File: src/rtl/pmod_adc_pkg.sv
//------------------------------------------------------------------------------
// Module : pmod_adc_pkg
// Brief  : Shared constants and packetizer state encoding for the ADC path.
// Rev    : 1.0  initial release
//------------------------------------------------------------------------------
`default_nettype none

package pmod_adc_pkg;

    localparam logic [7:0] SYNC_BYTE        = 8'hA5;
    localparam int         BYTES_PER_SAMPLE = 2;
    localparam int         SAMPLE_BITS      = 8 * BYTES_PER_SAMPLE;

    typedef enum logic [2:0] {
        ST_IDLE = 3'd0,
        ST_HDR  = 3'd1,
        ST_SEQ  = 3'd2,
        ST_SHI  = 3'd3,
        ST_SLO  = 3'd4,
        ST_CSUM = 3'd5
    } pkt_state_e;

endpackage

`default_nettype wire

File: src/rtl/adc_sample_packetizer_if.sv
//------------------------------------------------------------------------------
// Module : adc_sample_packetizer_if
// Brief  : Sample intake strobe and byte-stream handshake toward fifo_interface.
// Rev    : 1.0  initial release
//------------------------------------------------------------------------------
`default_nettype none

interface adc_sample_packetizer_if;
    import pmod_adc_pkg::*;

    logic                   sample_valid_i;
    logic [SAMPLE_BITS-1:0] sample_i;
    logic                   tx_busy_i;
    logic                   tx_data_rdy_o;
    logic [7:0]             tx_data_o;

    modport slave (
        input  sample_valid_i,
        input  sample_i,
        input  tx_busy_i,
        output tx_data_rdy_o,
        output tx_data_o
    );

    modport master (
        output sample_valid_i,
        output sample_i,
        output tx_busy_i,
        input  tx_data_rdy_o,
        input  tx_data_o
    );

endinterface

`default_nettype wire

File: src/rtl/sample_fifo.sv
//------------------------------------------------------------------------------
// Module : sample_fifo
// Brief  : Synchronous DEPTH x WIDTH FIFO with occupancy count; no drop logic.
// Rev    : 1.0  initial release
//------------------------------------------------------------------------------
`default_nettype none

module sample_fifo #(
    parameter int WIDTH = 16,
    parameter int DEPTH = 16,
    localparam int AW   = $clog2(DEPTH)
) (
    input  wire logic             clk_i,
    input  wire logic             reset_ni,
    input  wire logic             push_i,
    input  wire logic [WIDTH-1:0] data_i,
    input  wire logic             pop_i,
    output logic      [WIDTH-1:0] data_o,
    output logic      [AW:0]      count_o,
    output logic                  full_o,
    output logic                  empty_o
);

    logic [WIDTH-1:0] mem_q [DEPTH];
    logic [AW-1:0]    wr_ptr_q;
    logic [AW-1:0]    rd_ptr_q;
    logic [AW:0]      count_q;
    logic             w_do_push;
    logic             w_do_pop;

    assign full_o    = (count_q == (AW+1)'(DEPTH));
    assign empty_o   = (count_q == '0);
    assign w_do_pop  = pop_i && !empty_o;
    // A full FIFO still accepts a write when a read frees a slot this cycle.
    assign w_do_push = push_i && (!full_o || w_do_pop);
    assign data_o    = mem_q[rd_ptr_q];
    assign count_o   = count_q;

    always_ff @(posedge clk_i) begin
        if (w_do_push) begin
            mem_q[wr_ptr_q] <= data_i;
        end
    end

    always_ff @(posedge clk_i) begin
        if (!reset_ni) begin
            wr_ptr_q <= '0;
            rd_ptr_q <= '0;
            count_q  <= '0;
        end else begin
            if (w_do_push) begin
                wr_ptr_q <= wr_ptr_q + AW'(1);
            end
            if (w_do_pop) begin
                rd_ptr_q <= rd_ptr_q + AW'(1);
            end
            if (w_do_push && !w_do_pop) begin
                count_q <= count_q + (AW+1)'(1);
            end else if (w_do_pop && !w_do_push) begin
                count_q <= count_q - (AW+1)'(1);
            end
        end
    end

endmodule

`default_nettype wire

File: src/rtl/adc_sample_packetizer.sv
//------------------------------------------------------------------------------
// Module : adc_sample_packetizer
// Brief  : Buffers ADC samples and emits framed byte streams (sync, seq, data, xor).
// Rev    : 1.0  initial release
//------------------------------------------------------------------------------
`default_nettype none

module adc_sample_packetizer
    import pmod_adc_pkg::*;
#(
    parameter int SAMPLE_W = 16,
    parameter int FRAME_N  = 4,
    parameter int DEPTH    = 16,
    parameter int GAP      = 2
) (
    input  wire logic               clk_i,
    input  wire logic               reset_ni,
    input  wire logic               enable_i,
    adc_sample_packetizer_if.slave  bus,
    output logic                    overflow_o,
    output logic [7:0]              drop_count_o,
    output logic                    frame_active_o
);

    localparam int AW = $clog2(DEPTH);
    localparam int SW = $clog2(FRAME_N) + 1;
    localparam int GW = $clog2(GAP + 1);

    localparam logic [AW:0]   c_frame_n = (AW+1)'(FRAME_N);
    localparam logic [SW-1:0] c_last    = SW'(FRAME_N - 1);
    localparam logic [GW-1:0] c_gap     = GW'(GAP);

    pkt_state_e          state_q, state_d;
    logic [SAMPLE_W-1:0] sample_q;
    logic [7:0]          seq_q;
    logic [7:0]          csum_q;
    logic [SW-1:0]       smp_q;
    logic [GW-1:0]       gap_q;
    logic                tx_rdy_q;
    logic [7:0]          tx_data_q;
    logic                overflow_q;
    logic [7:0]          drop_q;

    logic                w_fire;
    logic                w_pop;
    logic                w_can_tx;
    logic                w_last;
    logic [7:0]          w_byte;
    logic                w_push_req;
    logic                w_push;
    logic                w_drop;
    logic [SAMPLE_W-1:0] w_fifo_data;
    logic [AW:0]         w_fifo_count;
    logic                w_fifo_full;
    logic                w_fifo_empty;

    assign w_push_req = bus.sample_valid_i && enable_i;
    assign w_push     = w_push_req && (!w_fifo_full || w_pop);
    assign w_drop     = w_push_req && !w_push;
    assign w_can_tx   = (gap_q >= c_gap) && !bus.tx_busy_i;
    assign w_last     = (smp_q == c_last);

    sample_fifo #(
        .WIDTH (SAMPLE_W),
        .DEPTH (DEPTH)
    ) u_fifo (
        .clk_i    (clk_i),
        .reset_ni (reset_ni),
        .push_i   (w_push),
        .data_i   (bus.sample_i),
        .pop_i    (w_pop),
        .data_o   (w_fifo_data),
        .count_o  (w_fifo_count),
        .full_o   (w_fifo_full),
        .empty_o  (w_fifo_empty)
    );

    always_ff @(posedge clk_i) begin
        if (!reset_ni) begin
            state_q <= ST_IDLE;
        end else begin
            state_q <= state_d;
        end
    end

    // A frame only starts once all of its samples are buffered, so the
    // pops issued on entry to each SHI never find the FIFO empty.
    always_comb begin
        state_d = state_q;
        w_fire  = 1'b0;
        w_pop   = 1'b0;
        w_byte  = 8'h00;
        case (state_q)
            ST_IDLE: begin
                if (enable_i && (w_fifo_count >= c_frame_n)) begin
                    state_d = ST_HDR;
                end
            end
            ST_HDR: begin
                w_byte = SYNC_BYTE;
                if (w_can_tx) begin
                    w_fire  = 1'b1;
                    state_d = ST_SEQ;
                end
            end
            ST_SEQ: begin
                w_byte = seq_q;
                if (w_can_tx) begin
                    w_fire  = 1'b1;
                    w_pop   = 1'b1;
                    state_d = ST_SHI;
                end
            end
            ST_SHI: begin
                w_byte = sample_q[SAMPLE_W-1 -: 8];
                if (w_can_tx) begin
                    w_fire  = 1'b1;
                    state_d = ST_SLO;
                end
            end
            ST_SLO: begin
                w_byte = sample_q[7:0];
                if (w_can_tx) begin
                    w_fire = 1'b1;
                    if (w_last) begin
                        state_d = ST_CSUM;
                    end else begin
                        w_pop   = 1'b1;
                        state_d = ST_SHI;
                    end
                end
            end
            ST_CSUM: begin
                w_byte = csum_q;
                if (w_can_tx) begin
                    w_fire  = 1'b1;
                    state_d = ST_IDLE;
                end
            end
            default: state_d = ST_IDLE;
        endcase
    end

    always_ff @(posedge clk_i) begin
        if (!reset_ni) begin
            sample_q   <= '0;
            seq_q      <= 8'h00;
            csum_q     <= 8'h00;
            smp_q      <= '0;
            gap_q      <= c_gap;
            tx_rdy_q   <= 1'b0;
            tx_data_q  <= 8'h00;
            overflow_q <= 1'b0;
            drop_q     <= 8'h00;
        end else begin
            tx_rdy_q <= w_fire;
            if (w_fire) begin
                tx_data_q <= w_byte;
                gap_q     <= GW'(1);
            end else if (gap_q < c_gap) begin
                gap_q <= gap_q + GW'(1);
            end

            if (w_pop && !w_fifo_empty) begin
                sample_q <= w_fifo_data;
            end

            // Checksum restarts from zero so the sync byte folds in like any other.
            if (w_fire) begin
                csum_q <= (state_q == ST_CSUM) ? 8'h00 : (csum_q ^ w_byte);
            end
            if (w_fire && (state_q == ST_CSUM)) begin
                seq_q <= seq_q + 8'h01;
            end

            if (w_fire && (state_q == ST_HDR)) begin
                smp_q <= '0;
            end else if (w_fire && (state_q == ST_SLO)) begin
                smp_q <= smp_q + SW'(1);
            end

            if (w_drop) begin
                overflow_q <= 1'b1;
                if (drop_q != 8'hFF) begin
                    drop_q <= drop_q + 8'h01;
                end
            end
        end
    end

    assign bus.tx_data_rdy_o = tx_rdy_q;
    assign bus.tx_data_o     = tx_data_q;
    assign overflow_o        = overflow_q;
    assign drop_count_o      = drop_q;
    assign frame_active_o    = (state_q != ST_IDLE);

endmodule

`default_nettype wire
File: src/flat_wrapper.sv
// flat-port wrapper written by rule: the top's interface ports become plain ports
module adc_sample_packetizer_flat import pmod_adc_pkg::*;
#(
    parameter int SAMPLE_W = 16,
    parameter int FRAME_N  = 4,
    parameter int DEPTH    = 16,
    parameter int GAP      = 2
)
  (clk_i, reset_ni, enable_i, overflow_o, drop_count_o, frame_active_o, bus_sample_valid_i, bus_sample_i, bus_tx_busy_i, bus_tx_data_rdy_o, bus_tx_data_o);
  adc_sample_packetizer_if bus_i ();
  input  wire logic clk_i;
  input  wire logic reset_ni;
  input  wire logic enable_i;
  output logic overflow_o;
  output logic [7:0] drop_count_o;
  output logic frame_active_o;
  input wire logic [$bits(bus_i.sample_valid_i)-1:0] bus_sample_valid_i;
  input wire logic [$bits(bus_i.sample_i)-1:0] bus_sample_i;
  input wire logic [$bits(bus_i.tx_busy_i)-1:0] bus_tx_busy_i;
  output wire logic [$bits(bus_i.tx_data_rdy_o)-1:0] bus_tx_data_rdy_o;
  output wire logic [$bits(bus_i.tx_data_o)-1:0] bus_tx_data_o;
  assign bus_i.sample_valid_i = bus_sample_valid_i;
  assign bus_i.sample_i = bus_sample_i;
  assign bus_i.tx_busy_i = bus_tx_busy_i;
  assign bus_tx_data_rdy_o = bus_i.tx_data_rdy_o;
  assign bus_tx_data_o = bus_i.tx_data_o;
  adc_sample_packetizer #(.SAMPLE_W(SAMPLE_W), .FRAME_N(FRAME_N), .DEPTH(DEPTH), .GAP(GAP)) u_core (.clk_i(clk_i), .reset_ni(reset_ni), .enable_i(enable_i), .bus(bus_i), .overflow_o(overflow_o), .drop_count_o(drop_count_o), .frame_active_o(frame_active_o));
endmodule
File: config.mk
export PLATFORM = sky130hd
export DESIGN_NAME = adc_sample_packetizer_flat
export DESIGN_NICKNAME = d
export VERILOG_FILES = /design/src/rtl/pmod_adc_pkg.sv /design/src/rtl/adc_sample_packetizer_if.sv /design/src/rtl/sample_fifo.sv /design/src/rtl/adc_sample_packetizer.sv /design/src/flat_wrapper.sv
export SDC_FILE = /design/constraint.sdc
export NUM_CORES = 1
export LEC_CHECK = 0
export CORE_MARGIN = 2
export CORE_UTILIZATION = 60
export CTS_BUF_LIST = sky130_fd_sc_hd__clkbuf_2
export DETAILED_ROUTE_END_ITERATION = 8
export HOLD_SLACK_MARGIN = 0.15
export MAX_ROUTING_LAYER = met4
export PLACE_DENSITY = 0.82
export SLEW_MARGIN = 25
export SYNTH_ARGS = -nofsm -noshare
export SYNTH_HDL_FRONTEND = slang
export SYNTH_SLANG_ARGS = --single-unit
File: constraint.sdc
create_clock -name clk_i -period 4.2 [get_ports clk_i]
set_input_delay 0.42 -clock clk_i [delete_from_list [all_inputs] [get_ports clk_i]]
set_output_delay 0.42 -clock clk_i [all_outputs]
set_load 0.05 [all_outputs]
==> results of run 1 <==
## logic make-up (layout without fill, tap and decap cells)
group | count (synthesis) | in the layout
AND/OR/NAND/NOR | 172 | 172
buffers and inverters | 55 | 222
adder cells (fa/ha/maj) | 17 | 17
XOR/XNOR | 26 | 26
multiplexers | 81 | 81
flip-flops | 327 | 327
AO/OA/AOI/OAI | 108 | 108
other | 0 | 1
## through the flow
step                      instances  util (%)  hold WS, ns
after floorplan                 786         -        0.433
after global placement         1086      65.4        0.446
after detailed placement       1086      65.4        0.454
after CTS                      1228      68.9        0.263
after global routing           1229      68.9        0.289
final                          1229      68.9        0.324
## state kept, by name, summed over array words and instances (netlist names)
register                  count
u_core.sample_q              16
u_core.u_fifo.mem_q         256
u_core.drop_count_o           8
u_core.u_fifo.rd_ptr_q        4
u_core.seq_q                  8
u_core.overflow_o             1
u_core.u_fifo.count_o         5
u_core.u_fifo.wr_ptr_q        4
u_core.smp_q                  3
u_core.gap_q                  2
u_core.bus.tx_data_rdy_o      1
u_core.csum_q                 8
u_core.bus.tx_data_o          8
u_core.state_q                3
## power by group through the flow
stage,sequential (W),clock [W],combinational (W)
after global placement,0.00366,0,0.000552
after floorplan,0.00365,0,0.000416
after detailed placement,0.00367,0,0.000580
after CTS,0.00359,0.00212,0.000583
after global routing,0.00360,0.00227,0.000639
final,0.00359,0.00207,0.000585
## final timing paths
kind | slack (ns) | cells past startpoint | end
hold reg to reg | 0.46 | 2 | u_core.bus.tx_data_o[5]
setup reg to reg | 0.57 | 13 | u_core.u_fifo.count_o[4]
setup / recovery | 0.57 | 13 | u_core.u_fifo.count_o[4]
hold / removal | 0.32 | 3 | u_core.gap_q[1]
## tightest hold or removal path, cell delays in order
cell and delay, ns:
sky130_fd_sc_hd__clkdlybuf4s50_1 0.40, sky130_fd_sc_hd__buf_4 0.19, sky130_fd_sc_hd__nand2_1 0.06
## cell type report
| cell class | instances | area, um^2 |
|---|---|---|
| sequential | 327 | 9110 |
| fill | 1401 | 6600 |
| inverter | 15 | 56.3 |
| clock buffer | 110 | 551 |
| clock inverter | 32 | 196 |
| multi-input combinational | 404 | 3740 |
| timing repair buffer | 65 | 611 |
| antenna | 1 | 2.50 |
| tap | 275 | 344 |
## layer usage
metal  routed length (um)  global-route usage (%)
met1                10500                    30.8
met2                13300                    39.8
met3                 2070                    5.75
met4                  789                    11.0
met5                    0                       -
## placed cells by master, fill, tap and decap left out, types with 4 or more instances in the layout
cell and count:
sky130_fd_sc_hd__edfxtp_1 256, sky130_fd_sc_hd__clkbuf_2 110, sky130_fd_sc_hd__dfxtp_1 69, sky130_fd_sc_hd__mux4_2 64, sky130_fd_sc_hd__nor2_1 62, sky130_fd_sc_hd__clkdlybuf4s50_1 39
sky130_fd_sc_hd__nand2_1 37, sky130_fd_sc_hd__a22oi_1 32, sky130_fd_sc_hd__buf_4 24, sky130_fd_sc_hd__a21oi_1 19, sky130_fd_sc_hd__clkinv_1 19, sky130_fd_sc_hd__mux2i_1 17
sky130_fd_sc_hd__ha_1 16, sky130_fd_sc_hd__inv_1 15, sky130_fd_sc_hd__a22o_1 15, sky130_fd_sc_hd__xor2_1 14, sky130_fd_sc_hd__nand2b_1 13, sky130_fd_sc_hd__xnor2_1 12
sky130_fd_sc_hd__nand3_1 11, sky130_fd_sc_hd__o21ai_0 9, sky130_fd_sc_hd__clkinv_2 8, sky130_fd_sc_hd__nor2b_1 7, sky130_fd_sc_hd__nor3_2 5, sky130_fd_sc_hd__nor3_1 5
sky130_fd_sc_hd__a221o_1 5, sky130_fd_sc_hd__nand4_1 5, sky130_fd_sc_hd__nor4_1 4, sky130_fd_sc_hd__o22a_1 4, sky130_fd_sc_hd__or3_1 4, sky130_fd_sc_hd__a2bb2oi_1 4
==> results summary, run 1 <==
The flow ran to the end, and the final reports show no timing, DRC or antenna violations. The area share of the largest cell type after synthesis is about three fifths. The post-place setup slack is about 0.59 ns. The number of distinct library cells after synthesis came out at 58.

The worst setup path is of the flip-flop to flip-flop kind. The total power density per cell area came out at approximately 430 mW/mm^2. After detailed routing, the average wire length per cell comes to about 22 um. The dominant combinational cell family by area after synthesis is multiplexers. The DRC violations left is 0. The setup skew after layout came out at roughly 0.068 ns. The arrival time of data at the critical path endpoint is between 4 and 5 ns. The initial cell density of the core is between 60% and 70%.

The final weighted congestion in routability-driven placement came out at 0.882. The via count of the routed design came out at 7362. After floorplanning, the core was divided into 53 placement rows.

The finished cells cover 0.0146 mm^2. Counting flops and latches in the post-synthesis netlist gives 327. The sequential element share of the synthesized area is roughly 70%.

The cell count after synthesis is 786. The switching share of power is approximately a quarter. The number of nets with antenna violations after detailed routing is 0. The final worst slack is ~0.57 ns.

The net count of the finished layout is approximately 930. The total wire length came out at between 20 and 30 mm. The region available for standard cell placement spans 0.0212 mm^2. The number of setup buffers added after CTS is 0.

Along the worst path, the maximum fanout reaches 7. The final-report setup violation count is 0. The multiplexer fraction of the synthesized cell area is 12.3%. For this run, asynchronously set or reset flops after synthesis account for 0%.

Summed over all nets, the half-perimeter wirelength after detailed placement is 16.3 mm. STA classifies the critical path endpoint as a flip-flop. The number of buffers inserted during clock tree synthesis came out at 78. The worst ir drop on vdd came out at 0.321 mV. The clock root buffer is sky130_fd_sc_hd__clkbuf_2. The final count of hold timing violations is 0. The number of warning messages in the yosys log is 0.

The kind of cell with the highest combined delay along the critical path is compound AO/OA/AOI/OAI gates. The worst register-to-register path begins at u_core.smp_q[0]. The synthesized netlist devotes between 1.5 and 2% of its cell area to XOR and XNOR gates. The number of global-route vias before repair was approximately 7600. The fraction of the mapped netlist area in simple logic gates came out at 6.51%. The final max-slew violation count is 0.

The die width came out at roughly 150 um. The number of design-rule violations left by the first detailed-router iteration came out at 640. Of the cells placed in the final design, the portion with a size suffix greater than 1 is between 20% and 30%. The share of total power dissipated in combinational logic is around a tenth. The required time of the critical path is 4.92 ns. Among the stages of the critical path, the cell type that occurs most often is sky130_fd_sc_hd__ha_1. The total routing resource utilization after global routing is roughly a quarter.

The biggest area contributor in the post-synthesis netlist is sky130_fd_sc_hd__edfxtp_1. Together, buffers and inverters on the worst path number 1. The design draws about 0.0063 W. 40 I/O pins were placed.

The pin slew with the least headroom to its limit is ~1.0 ns. The global-route wire length before repair is between 40 and 50 mm. Yosys attributes the largest share of cell area to sky130_fd_sc_hd__edfxtp_1, sky130_fd_sc_hd__mux4_2, sky130_fd_sc_hd__dfxtp_1.

Buffers inserted to repair hold after CTS numbered 0. In this run the worst hold path is classified as input port to flip-flop. The initial antenna violation count came out at 1. The signal on the critical path passes through ha_1 -> ha_1 -> or3b_1 -> a211o_4 -> a21boi_4 -> ha_1 -> inv_1 -> ha_1 -> nor2b_1 -> o21a_1 -> or3_1 -> a21oi_1 -> mux2i_1. The cell area after placement is 0.0139 mm^2. Setup total negative slack on the finished layout was measured at 0 ns. The commonest cells after synthesis are sky130_fd_sc_hd__edfxtp_1, sky130_fd_sc_hd__dfxtp_1, sky130_fd_sc_hd__mux4_2, sky130_fd_sc_hd__nor2_1, sky130_fd_sc_hd__nand2_1.

The clock latency on the worst-skew pair is between 0.8 and 0.9 ns. The max capacitance violation total is 0. The longest individual stage delay on the worst path came out at 0.43 ns. The worst slew margin relative to its limit came out at 33.5%. The fraction of the mapped netlist area in compound gates came out at under 10%. The ratio of routed vias to standard cells is 5.99.

The share of power burned in registers came out at 57.5%. The maximum number of pins on one net before global-route repair is 39. The highest attainable clock frequency is roughly 280 MHz.

Setup repair after global routing left no endpoint under its margin. The relative contribution of the clock network to total power came out at between 30% and 40%. The die outline height came out at about 150 um.

The area overhead of the layout relative to synthesis is 11.9%. The post-cts resize count came out at 0. The standard cell with the maximum stage delay on the critical path is sky130_fd_sc_hd__a211o_4. The share of synthesized cell area in full adder, half adder and majority cells is 1.69%.

After clock tree synthesis, the clock-pin slew on the worst setup and hold paths is roughly 0.09 ns. The minimum period implied by the final worst setup slack is approximately 3.6 ns. In this run the power spent charging and discharging nets is ~0.0016 W. The most used flip-flop cell after synthesis is sky130_fd_sc_hd__edfxtp_1. The die area is between 0.02 and 0.025 mm^2. The number of detailed-route iterations in the first pass is 5. The static leakage came out at slightly below 5 nW. The clock passes through at most 3 buffers. Input and output buffers added on the ports amount to 39. TritonCTS built the clock tree. The most critical setup path has its startpoint at u_core.smp_q[0]. The synthesized design contains ~260 enable-type register cells. The total overflow left after global routing is 0. CTS built an H-tree with a depth of 3.

The category of the worst setup path launch point is a flip-flop. The most common cell in the synthesized netlist is sky130_fd_sc_hd__edfxtp_1. The clock sink total is approximately 330. The mean post-synth cell area came out at roughly 17 um^2. The total internal power came out at around 0.0046 W. The number of nets in the synthesized netlist is 824. The post-route clock period utilization came out at a little under nine tenths. The launch instance of the worst min-delay path is reset_ni. Summing every instance area after synthesis gives 0.0131 mm^2.
Power figures use the tool's default switching activity.
==> inputs of run 2 (changes only) <==
- CORE_MARGIN: 2 -> default
- SYNTH_HIERARCHICAL: default -> 1
==> run 2 against run 1 <==
Net effect: clock skew decreased by 0.0027 ns; worst hold slack better by 0.0058 ns; non-clock buffer count down 2; clock power shrank 2%; sequential share of layout area is essentially flat; critical path depth fell by 1; utilization up 0.13 points; final cell count grew 3.2%; fmax grew 6.6%; wire length grew 1.9%; total power increased by 7.2%; largest power group unchanged.
==> results summary, run 2 <==
The final-report setup violation count is 0 (unchanged). The fraction of final layout cells with drive strength greater than 1 came out at 25.1% (+1.2 points). After synthesis, the most frequently instantiated cells are sky130_fd_sc_hd__edfxtp_1, sky130_fd_sc_hd__nand2_1, sky130_fd_sc_hd__dfxtp_1, sky130_fd_sc_hd__mux4_2, sky130_fd_sc_hd__nor2_1.

The number of design-rule violations left by the first detailed-router iteration is 633 (-1.1%). The number of primary I/O pins came out at 40 (unchanged). The flip-flop count of the largest register after layout came out at 256 (unchanged). The final worst slack is 0.796 ns (+0.223 ns). The multi-input combinational cell area came to 0.00382 mm^2 (+1.9%).

The highest attainable clock frequency came out at 294 MHz (+6.6%). The routed length per placed instance came to 21.4 um (-1.2%). The most used flip-flop cell after synthesis is sky130_fd_sc_hd__edfxtp_1. The number of global-route vias before repair is 7701 (+1.4%). The required time of the critical path is 4.98 ns (+0.06 ns).

The die area is 0.0227 mm^2 (-1.4%). The total wire length is 27.2 mm (+1.9%). The sequential cell area in the final layout is 0.00919 mm^2 (+0.88%). The total routing resource utilization after global routing is 26.8% (+1.9 points). Setup repair after global routing left no endpoint under its margin. The max capacitance violation total came out at 0 (unchanged).

The clock input transition at the sequential cells of the worst setup and hold paths is 0.11 ns (+0.02 ns). The total negative setup slack is 0 ns (unchanged). The half-perimeter wire length after detailed placement is 16.2 mm (-0.55%). After synthesis, the cell types taking the most area are sky130_fd_sc_hd__edfxtp_1, sky130_fd_sc_hd__dfxtp_1, sky130_fd_sc_hd__mux4_2. The sequential element share of the synthesized area came out at 69.4% (-0.27 points). The cell area after placement is 0.0140 mm^2 (+0.99%).

The library cells used most frequently in the layout, excluding fill and tap cells, are sky130_fd_sc_hd__edfxtp_1, sky130_fd_sc_hd__clkbuf_2, sky130_fd_sc_hd__nand2_1, sky130_fd_sc_hd__dfxtp_1, sky130_fd_sc_hd__mux4_2. The most common cell in the synthesized netlist is sky130_fd_sc_hd__edfxtp_1. The post-place setup slack came out at 0.682 ns (+0.0914 ns). More flip-flops sit in one register than any other, and that register is u_core/u_fifo/mem_q. The die width is 151 um (-0.70%).

The share of flip-flops with an asynchronous set or reset came out at 0% (unchanged). The filler cell count came out at 1409 (+0.57%). The setup skew after layout came out at 0.0649 ns (-0.00269 ns).

The total standard cell area after synthesis came to 0.0132 mm^2 (+1.3%). The final design area excluding fillers is 0.0147 mm^2 (+0.81%). The critical path is of the flip-flop to flip-flop type. The biggest area contributor in the post-synthesis netlist is sky130_fd_sc_hd__edfxtp_1. The final max-slew violation count is 0 (unchanged). The site row count is 53 (unchanged). The number of buffers inserted during clock tree synthesis came out at 79 (+1.3%). The run finished with clean final reports.

STA classifies the critical path endpoint as a flip-flop. The final weighted congestion in routability-driven placement came out at 0.807 (-8.6%). The static leakage is 4.86 nW (about the same).

The post-cts resize count is 0 (unchanged). The post-route clock period utilization came out at 81.0% (-5.3 points). The maximum fanout along the worst path was 21 (+14). The worst slew margin relative to its limit came out at 35.0% (+1.4 points).

The count of input and output buffers came out at 39 (unchanged). The mean post-synth cell area came out at 16.0 um^2 (-3.9%). The post-CTS repair timing setup buffer count came to 0 (unchanged). The initial antenna violation count was 2 (+1). The number of warning messages in the yosys log is 6 (+6). The maximum number of pins on one net before global-route repair is 46 (+18%). The number of buffers inserted for hold repair after clock tree synthesis came out at 0 (unchanged). The count of H-tree levels built during CTS came out at 3 (unchanged). The end-of-flow core utilization came out at 69.0% (+0.13 points). The overflow left after global routing is 0 (unchanged). The total power density per cell area was 455 mW/mm^2 (+6.3%). The count of flip-flops with a built-in enable after synthesis is 256 (unchanged). The clock root buffer is sky130_fd_sc_hd__clkbuf_2. The area share of the largest cell type after synthesis came out at 58.1% (-0.74 points). The DRC violations left came out at 0 (unchanged).

The ratio of routed vias to standard cells came out at 6.03 (+0.58%). The placeable core region is 0.0214 mm^2 (+0.62%). The number of nets with antenna violations after detailed routing came out at 0 (unchanged).

The area overhead of the layout relative to synthesis is 11.4%. The via count of the routed design came to 7640 (+3.8%). TritonCTS built the clock tree.

The number of nets produced by synthesis is 864 (+4.9%). The clock sink total is 331 (+1.2%). STA classifies the critical path startpoint as a flip-flop. The net total in the final layout was 962 (+3.6%). The cell count after synthesis came out at 828 (+5.3%). The die outline height came out at 151 um (-0.70%). The min-delay analysis places its worst path in the category input port to flip-flop. The global-route wire length before repair is 42.6 mm (+4.0%).

The number of distinct library cells after synthesis came out at 64 (+10%). The commonest non-fill, non-tap cell in the layout is sky130_fd_sc_hd__edfxtp_1. The pin slew with the least headroom to its limit came to 0.975 ns (-0.0215 ns). In the final layout, the registers with the most flip-flops are u_core/u_fifo/mem_q (256), u_core/sample_q (16). The worst ir drop on vdd is 0.265 mV (-18%).

The arrival time of data at the critical path endpoint came to 4.18 ns (-0.17 ns). The initial cell density of the core is 62.0% (+0.40 points). The final count of hold timing violations came out at 0 (unchanged).

The number of buffers between clock root and the deepest sink is 3 (unchanged). The post-route total power was 0.00670 W (+7.2%). The number of detailed-route iterations in the first pass is 5 (unchanged). The number of flip-flops and latches in the synthesized netlist is 331 (+1.2%).

The minimum period implied by the final worst setup slack is 3.40 ns (-0.223 ns). The clock latency on the worst-skew pair is 0.88 ns (+0.03 ns).
-- run 2: final cells by class --
| type | count | area share [%] |
|---|---|---|
| antenna | 2 | 0.0340 |
| clock buffer | 124 | 4.21 |
| clock inverter | 22 | 0.713 |
| inverter | 15 | 0.382 |
| multi-input combinational | 436 | 25.9 |
| sequential | 331 | 62.4 |
| tap | 275 | 2.33 |
| timing repair buffer | 63 | 4.04 |
-- run 2: per-stage QoR --
step / hold slack (ns) / cells
after detailed placement: 0.447 / 1120
after global routing: 0.298 / 1268
final: 0.330 / 1268
after CTS: 0.266 / 1266
after global placement: 0.443 / 1120
after floorplan: 0.436 / 828
-- run 2: routing by layer --
| layer | vias up | GRT usage (%) | wire length (um) |
|---|---|---|---|
| met5 | - | - | 0 |
| met4 | 0 | 10.7 | 694 |
| met3 | 59 | 5.03 | 2200 |
| met2 | 337 | 41.4 | 13300 |
| met1 | 3788 | 35.5 | 11000 |
| li1 | 3456 | - | - |
-- run 2: worst max-delay path, cell delays in order, from the launching register on --
cell	delay, ns
sky130_fd_sc_hd__dfxtp_1	0.73
sky130_fd_sc_hd__and2b_1	0.36
sky130_fd_sc_hd__nor2_4	0.21
sky130_fd_sc_hd__nor2_1	0.17
sky130_fd_sc_hd__o31ai_2	0.40
sky130_fd_sc_hd__inv_2	0.08
sky130_fd_sc_hd__ha_1	0.20
sky130_fd_sc_hd__inv_1	0.15
sky130_fd_sc_hd__ha_1	0.29
sky130_fd_sc_hd__a21oi_1	0.19
sky130_fd_sc_hd__a211oi_1	0.10
sky130_fd_sc_hd__a31oi_1	0.22
sky130_fd_sc_hd__mux2i_1	0.23
-- run 2: logic make-up after synthesis --
| family | count (synthesis) | synth area share [%] |
|---|---|---|
| simple gates | 196 | 7.11 |
| xor+xnor | 21 | 1.39 |
| buf+inv | 61 | 2.08 |
| compound gates | 127 | 6.62 |
| fa+ha+maj | 15 | 1.48 |
| flops | 331 | 69.4 |
| mux | 77 | 11.9 |
-- run 2: worst paths after layout --
check	from	endpoint	slack (ns)	cells past startpoint
worst max-delay path	u_core/state_q[2]	u_core/u_fifo/count_o[4]	0.80	12
worst min-delay path	reset_ni	u_core/gap_q[1]	0.33	3
worst min register to register	u_core/bus.tx_data_o[4]	u_core/bus.tx_data_o[4]	0.46	2
worst max register to register	u_core/state_q[2]	u_core/u_fifo/count_o[4]	0.80	12
-- run 2: power breakdown --
group	leakage [nW]	internal, W	switching [W]
clock	0.555	0.000789	0.00124
sequential	2.91	0.00363	0.000105
combinational	1.39	0.000393	0.000547
